`src/rtl/axi_apb_write_bridge.sv`:
```
// axi_apb_write_bridge
//   Takes one AXI write address and a fixed burst of BURST_LEN write-data
//   beats, issues one APB write per beat at consecutive addresses, and
//   returns a single write response covering the whole burst.
//
// Ports
//   clk, rst        clock, synchronous active-high reset
//   awaddr/awvalid/awready   burst start address channel
//   wdata/wvalid/wready      write data beats (no WLAST; length is BURST_LEN)
//   bvalid/bready/bresp      burst response (2'b00 OKAY, 2'b10 SLVERR)
//   paddr/psel/penable/pwrite/pwdata/pready/pslverr   APB requester side
//
// state  | meaning
// IDLE   | waiting for AW, awready high
// WDATA  | waiting for the next W beat, wready high
// SETUP  | APB setup phase (psel=1, penable=0)
// ACCESS | APB access phase, held until pready
// RESP   | burst response presented until bready

module axi_apb_write_bridge #(
  parameter int unsigned ADDR_W    = 32,
  parameter int unsigned DATA_W    = 32,
  parameter int unsigned BURST_LEN = 4,
  parameter int unsigned ADDR_INC  = 4
) (
  input  logic              clk,
  input  logic              rst,
  input  logic [ADDR_W-1:0] awaddr,
  input  logic              awvalid,
  output logic              awready,
  input  logic [DATA_W-1:0] wdata,
  input  logic              wvalid,
  output logic              wready,
  output logic              bvalid,
  input  logic              bready,
  output logic [1:0]        bresp,
  output logic [ADDR_W-1:0] paddr,
  output logic              psel,
  output logic              penable,
  output logic              pwrite,
  output logic [DATA_W-1:0] pwdata,
  input  logic              pready,
  input  logic              pslverr
);

  localparam int unsigned       CNT_W     = $clog2(BURST_LEN) + 1;
  localparam logic [CNT_W-1:0]  LAST_BEAT = CNT_W'(BURST_LEN - 1);
  localparam logic [ADDR_W-1:0] INC       = ADDR_W'(ADDR_INC);

  typedef enum logic [2:0] {
    S_IDLE,
    S_WDATA,
    S_SETUP,
    S_ACCESS,
    S_RESP
  } state_t;

  state_t             state_q;
  logic [ADDR_W-1:0]  addr_q;
  logic [CNT_W-1:0]   beat_cnt_q;
  logic               err_q;
  logic [ADDR_W-1:0]  paddr_q;
  logic [DATA_W-1:0]  pwdata_q;

  always_ff @(posedge clk) begin
    if (rst) begin
      state_q    <= S_IDLE;
      addr_q     <= '0;
      beat_cnt_q <= '0;
      err_q      <= 1'b0;
      paddr_q    <= '0;
      pwdata_q   <= '0;
    end else begin
      case (state_q)
        S_IDLE: begin
          if (awvalid) begin
            addr_q     <= awaddr;
            beat_cnt_q <= '0;
            err_q      <= 1'b0;
            state_q    <= S_WDATA;
          end
        end
        S_WDATA: begin
          if (wvalid) begin
            paddr_q  <= addr_q;
            pwdata_q <= wdata;
            state_q  <= S_SETUP;
          end
        end
        S_SETUP: begin
          state_q <= S_ACCESS;
        end
        S_ACCESS: begin
          if (pready) begin
            // A failing beat is remembered but the burst keeps going.
            err_q <= err_q | pslverr;
            if (beat_cnt_q == LAST_BEAT) begin
              state_q <= S_RESP;
            end else begin
              beat_cnt_q <= beat_cnt_q + CNT_W'(1);
              addr_q     <= addr_q + INC;  // wraps modulo 2^ADDR_W
              state_q    <= S_WDATA;
            end
          end
        end
        S_RESP: begin
          if (bready) begin
            state_q <= S_IDLE;
          end
        end
        default: begin
          state_q <= S_IDLE;
        end
      endcase
    end
  end

  // Handshakes decode the registered state; gating with rst drops an
  // in-flight APB transfer and any pending response during reset itself.
  assign awready = !rst && (state_q == S_IDLE);
  assign wready  = !rst && (state_q == S_WDATA);
  assign psel    = !rst && ((state_q == S_SETUP) || (state_q == S_ACCESS));
  assign penable = !rst && (state_q == S_ACCESS);
  assign pwrite  = psel;
  assign bvalid  = !rst && (state_q == S_RESP);
  assign bresp   = (bvalid && err_q) ? 2'b10 : 2'b00;
  assign paddr   = paddr_q;
  assign pwdata  = pwdata_q;

endmodule

```
`config.mk`:
```
export PLATFORM = sky130hd
export DESIGN_NAME = axi_apb_write_bridge
export DESIGN_NICKNAME = d
export VERILOG_FILES = /design/src/rtl/axi_apb_write_bridge.sv
export SDC_FILE = /design/constraint.sdc
export NUM_CORES = 1
export LEC_CHECK = 0
export BUFFER_PORTS_ARGS = -buffer_cell sky130_fd_sc_hd__clkbuf_2
export CORE_MARGIN = 2
export CORE_UTILIZATION = 35
export CTS_CLUSTER_DIAMETER = 100
export DETAILED_ROUTE_END_ITERATION = 6
export PLACE_DENSITY = 0.62
export REMOVE_ABC_BUFFERS = 1
export SLEW_MARGIN = 40
export SYNTH_ARGS = -nofsm -noshare
export SYNTH_HDL_FRONTEND = slang
export SYNTH_SLANG_ARGS = --single-unit
```
`constraint.sdc`:
```
create_clock -name clk -period 3.55 [get_ports clk]
set_clock_uncertainty 0.15 [all_clocks]
set_input_delay 0.71 -clock clk [delete_from_list [all_inputs] [get_ports clk]]
set_output_delay 0.71 -clock clk [all_outputs]
set_load 0.01 [all_outputs]
```
==> run_results.csv <==
group,metric,value,unit
status,status,"complete, no violations",
clock_tree,cts_sinks,103,
timing,period_minus_slack,2.638,ns
final_layout,multiInputGateArea,0.002354,mm²
clock_tree,htreeDepth,3,
synthesis,synth-warning-count,0,
global_routing,overflow,0,
global_routing,grt_max_degree,47,
timing,hold_slack,0.3026,ns
route,drt_wl_total,12490,µm
synthesis,yosys-top-cells-area,"dfxtp_1 (45%), nand2_1 (13%), a21oi_1 (10%), clkbuf_1 (2.8%), nand3_1 (2.5%)",
worst_setup_path,critical_path_class,"flip-flop to primary output",
synthesis,syn_area,0.004613,mm²
die,die-area,0.01411,mm²
die,row_count,41,
clock_tree,postCtsHoldBufs,0,
global_routing,grt_pass1_vias,4324,
die,fp.dieH,118.8,µm
placement,dp_hpwl,8857,µm
final_layout,finish.instance_area,0.005764,mm²
final_layout,fin_cells,906,
pwr,leakage,2.338,nW
final_layout,insertedDiodeCount,0,
timing,setup_viol,0,
worst_setup_path,reg2reg_from,"addr_q[2]$_SDFFE_PP0P_",
worst_setup_path,critPathLaunch,"state_q[1]$_SDFFE_PP0P_",
route,drtPass1Iterations,5,
clock_tree,cts_tree,"built",
synthesis,ys.flop_type,"dfxtp_1",
synthesis,yosysSeqAreaShare,44.70,%
final_layout,nets,803,
worst_setup_path,r2r_setup_slack,1.14,ns
clock_tree,clock_latency,0.34,ns
clock_tree,clk_pin_slew_worst_paths,0.07,ns
placement,gp_congestion,0.8150,
timing,min_period_over_period,74.32,%
global_routing,grt.total_usage,18.23,%
worst_setup_path,critPathLaunchType,"flip-flop",
die,ios,143,
clock_tree,root_buffer,"clkbuf_16",
timing,max_slew_margin,50.69,%
die,design.core.area,0.01272,mm²
route,wl_per_cell,13.78,µm
global_routing,grt_pass1_wl,21130,µm
worst_setup_path,endpoint,"penable",
placement,dpl_cell_area,0.005463,mm²
worst_setup_path,cp.required,2.69,ns
synthesis,synthArstFlopShare,0,%
route,drtIter0Drc,301,
clock_tree,cts_resized,0,
synthesis,synth.top_cell.area_share,44.70,%
clock_tree,postCtsSetupBuffers,0,
clock_tree,cts_buffer_depth,2,
placement,portBuffers,141,
timing,fin_setup_tns,0,ns
worst_setup_path,end_kind,"primary output",
synthesis,synth-seq-cells,103,
pwr,p_per_area,479.4,mW/mm²
synthesis,ys_types,47,
timing,fmax,0.3790,GHz
synthesis,yosysTopAreaCell,"dfxtp_1",
final_layout,regArea,0.002062,mm²
final_layout,fillers,1337,
die,initial_core_util,36.26,%
timing,final_max_slew_viol_count,0,
worst_setup_path,worstReg2RegEnd,"addr_q[30]$_SDFFE_PP0P_",
run,max_cap_viol_count,0,
hold_path,holdPathStages,2,
final_layout,drive_above_1_share,23.98,%
route,vias_per_cell,5.118,
pwr,ir_drop,0.2073,mV
placement,dp_slack,0.8166,ns
route,drc_errors,0,
timing,timing.final.ws_setup,0.9117,ns
timing,finalHoldViolations,0,
synthesis,synth_edf_count,0,
route,antenna_left,0,
hold_path,hold_path_class,"flip-flop to flip-flop",
synthesis,postSynthCellCount,611,
clock_tree,cts_made_buffers,9,
placement,placedCellCount,889,
route,vias,4637,
worst_setup_path,crit_arrival,1.78,ns
timing,worst-slew-pin-transition,0.7340,ns
die,die_x,118.8,µm
synthesis,synth_area_per_cell,7.550,µm²
final_layout,area_growth,24.95,%
timing,rsz0062_at_grt,"no",
worst_setup_path,critPathMaxFanout,15,
global_routing,antenna_found_initial,0,
worst_setup_path,rr_worst_depth,6,
==> final cells by class <==
class | instances | share of cell area [%]
timing repair buffer | 155 | 14.33
inverter | 4 | 0.2605
tap | 172 | 3.733
sequential | 103 | 35.77
clock buffer | 13 | 4.341
multi-input combinational | 456 | 40.83
clock inverter | 3 | 0.7380
==> power breakdown <==
group          internal [W]  switching [W]  total [W]
Clock              0.000566       0.000413   0.000979
Sequential          0.00124      0.0000910    0.00133
Combinational      0.000187       0.000271   0.000458
Total               0.00199       0.000775    0.00276
==> sequential cells by signal, indices dropped and copies added (netlist names) <==
name        flops
addr_q         32
paddr          32
beat_cnt_q      3
err_q           1
state_q         3
pwdata         32
==> placed cells by master, fill, tap and decap left out, drive strengths merged, types with 3 or more instances in the layout <==
master / instances
nand2: 156
clkbuf: 153
dfxtp: 103
a21oi: 92
nor2: 28
nand3: 23
o21ai: 19
nor3: 15
and3: 15
buf: 15
nand4: 12
a31oi: 10
nor4: 8
and2: 7
a22oi: 7
or3: 6
xor2: 6
o22ai: 6
nand2b: 5
inv: 4
a21o: 4
nor3b: 3
a2bb2oi: 3
a22o: 3
o31ai: 3
ha: 3
nor2b: 3
==> logic make-up after synthesis <==
group                    Yosys count  share of synthesized area (%)
AO/OA/AOI/OAI                    157                          19.47
XOR/XNOR                           6                          1.139
adder cells (fa/ha/maj)            3                         0.8138
buffers and inverters             52                          4.610
flip-flops                       103                          44.70
multiplexers                       2                         0.4340
other                              1                        0.08129
AND/OR/NAND/NOR                  287                          28.75
==> per-stage QoR <==
stage	total power [W]	util (%)
floorplan	0.001598	-
global placement	0.001797	42.94
detailed placement	0.001812	42.94
CTS	0.002797	45.24
global route	0.002919	45.31
finish	0.002764	45.31
==> worst min-delay path by stage <==
stage                                       start                 endpoint  slack, ns
after floorplan            addr_q[0]$_SDFFE_PP0P_    paddr[0]$_SDFFE_PP0P_       0.27
after global placement    pwdata[11]$_SDFFE_PP0P_  pwdata[11]$_SDFFE_PP0P_       0.29
after detailed placement  pwdata[17]$_SDFFE_PP0P_  pwdata[17]$_SDFFE_PP0P_       0.30
after CTS                  paddr[25]$_SDFFE_PP0P_   paddr[25]$_SDFFE_PP0P_       0.31
after global routing       paddr[25]$_SDFFE_PP0P_   paddr[25]$_SDFFE_PP0P_       0.32
final                      paddr[23]$_SDFFE_PP0P_   paddr[23]$_SDFFE_PP0P_       0.30
==> synth_stat cells, types with 4 or more instances <==
cell and count:
nand2_1 156, dfxtp_1 103, a21oi_1 92, clkbuf_1 34
nor2_1 28, nand3_1 23, o21ai_0 19, and3_1 15
nor3_1 15, nand4_1 12, a31oi_1 10, a22oi_1 7
and2_1 7, buf_1 6, nor4_1 6, o22ai_1 6
or3_1 6, xor2_1 6, buf_2 5, nand2b_1 5
a21o_1 4, inv_1 4
==> per-layer routing <==
layer	up-vias	wire length (µm)	track usage (%)
met5	-	0	0
met4	0	186	6.696
met3	12	700	2.847
met2	153	5695	29.78
met1	2114	5906	24.25
li1	2358	-	-
==> critical path, stage by stage (launching register included) <==
cell and delay (ns):
dfxtp_1 0.62, and3b_1 0.31, nand2b_1 0.15, inv_1 0.19, clkbuf_2 0.17
Note: power is estimated with default switching activity, not from simulation.
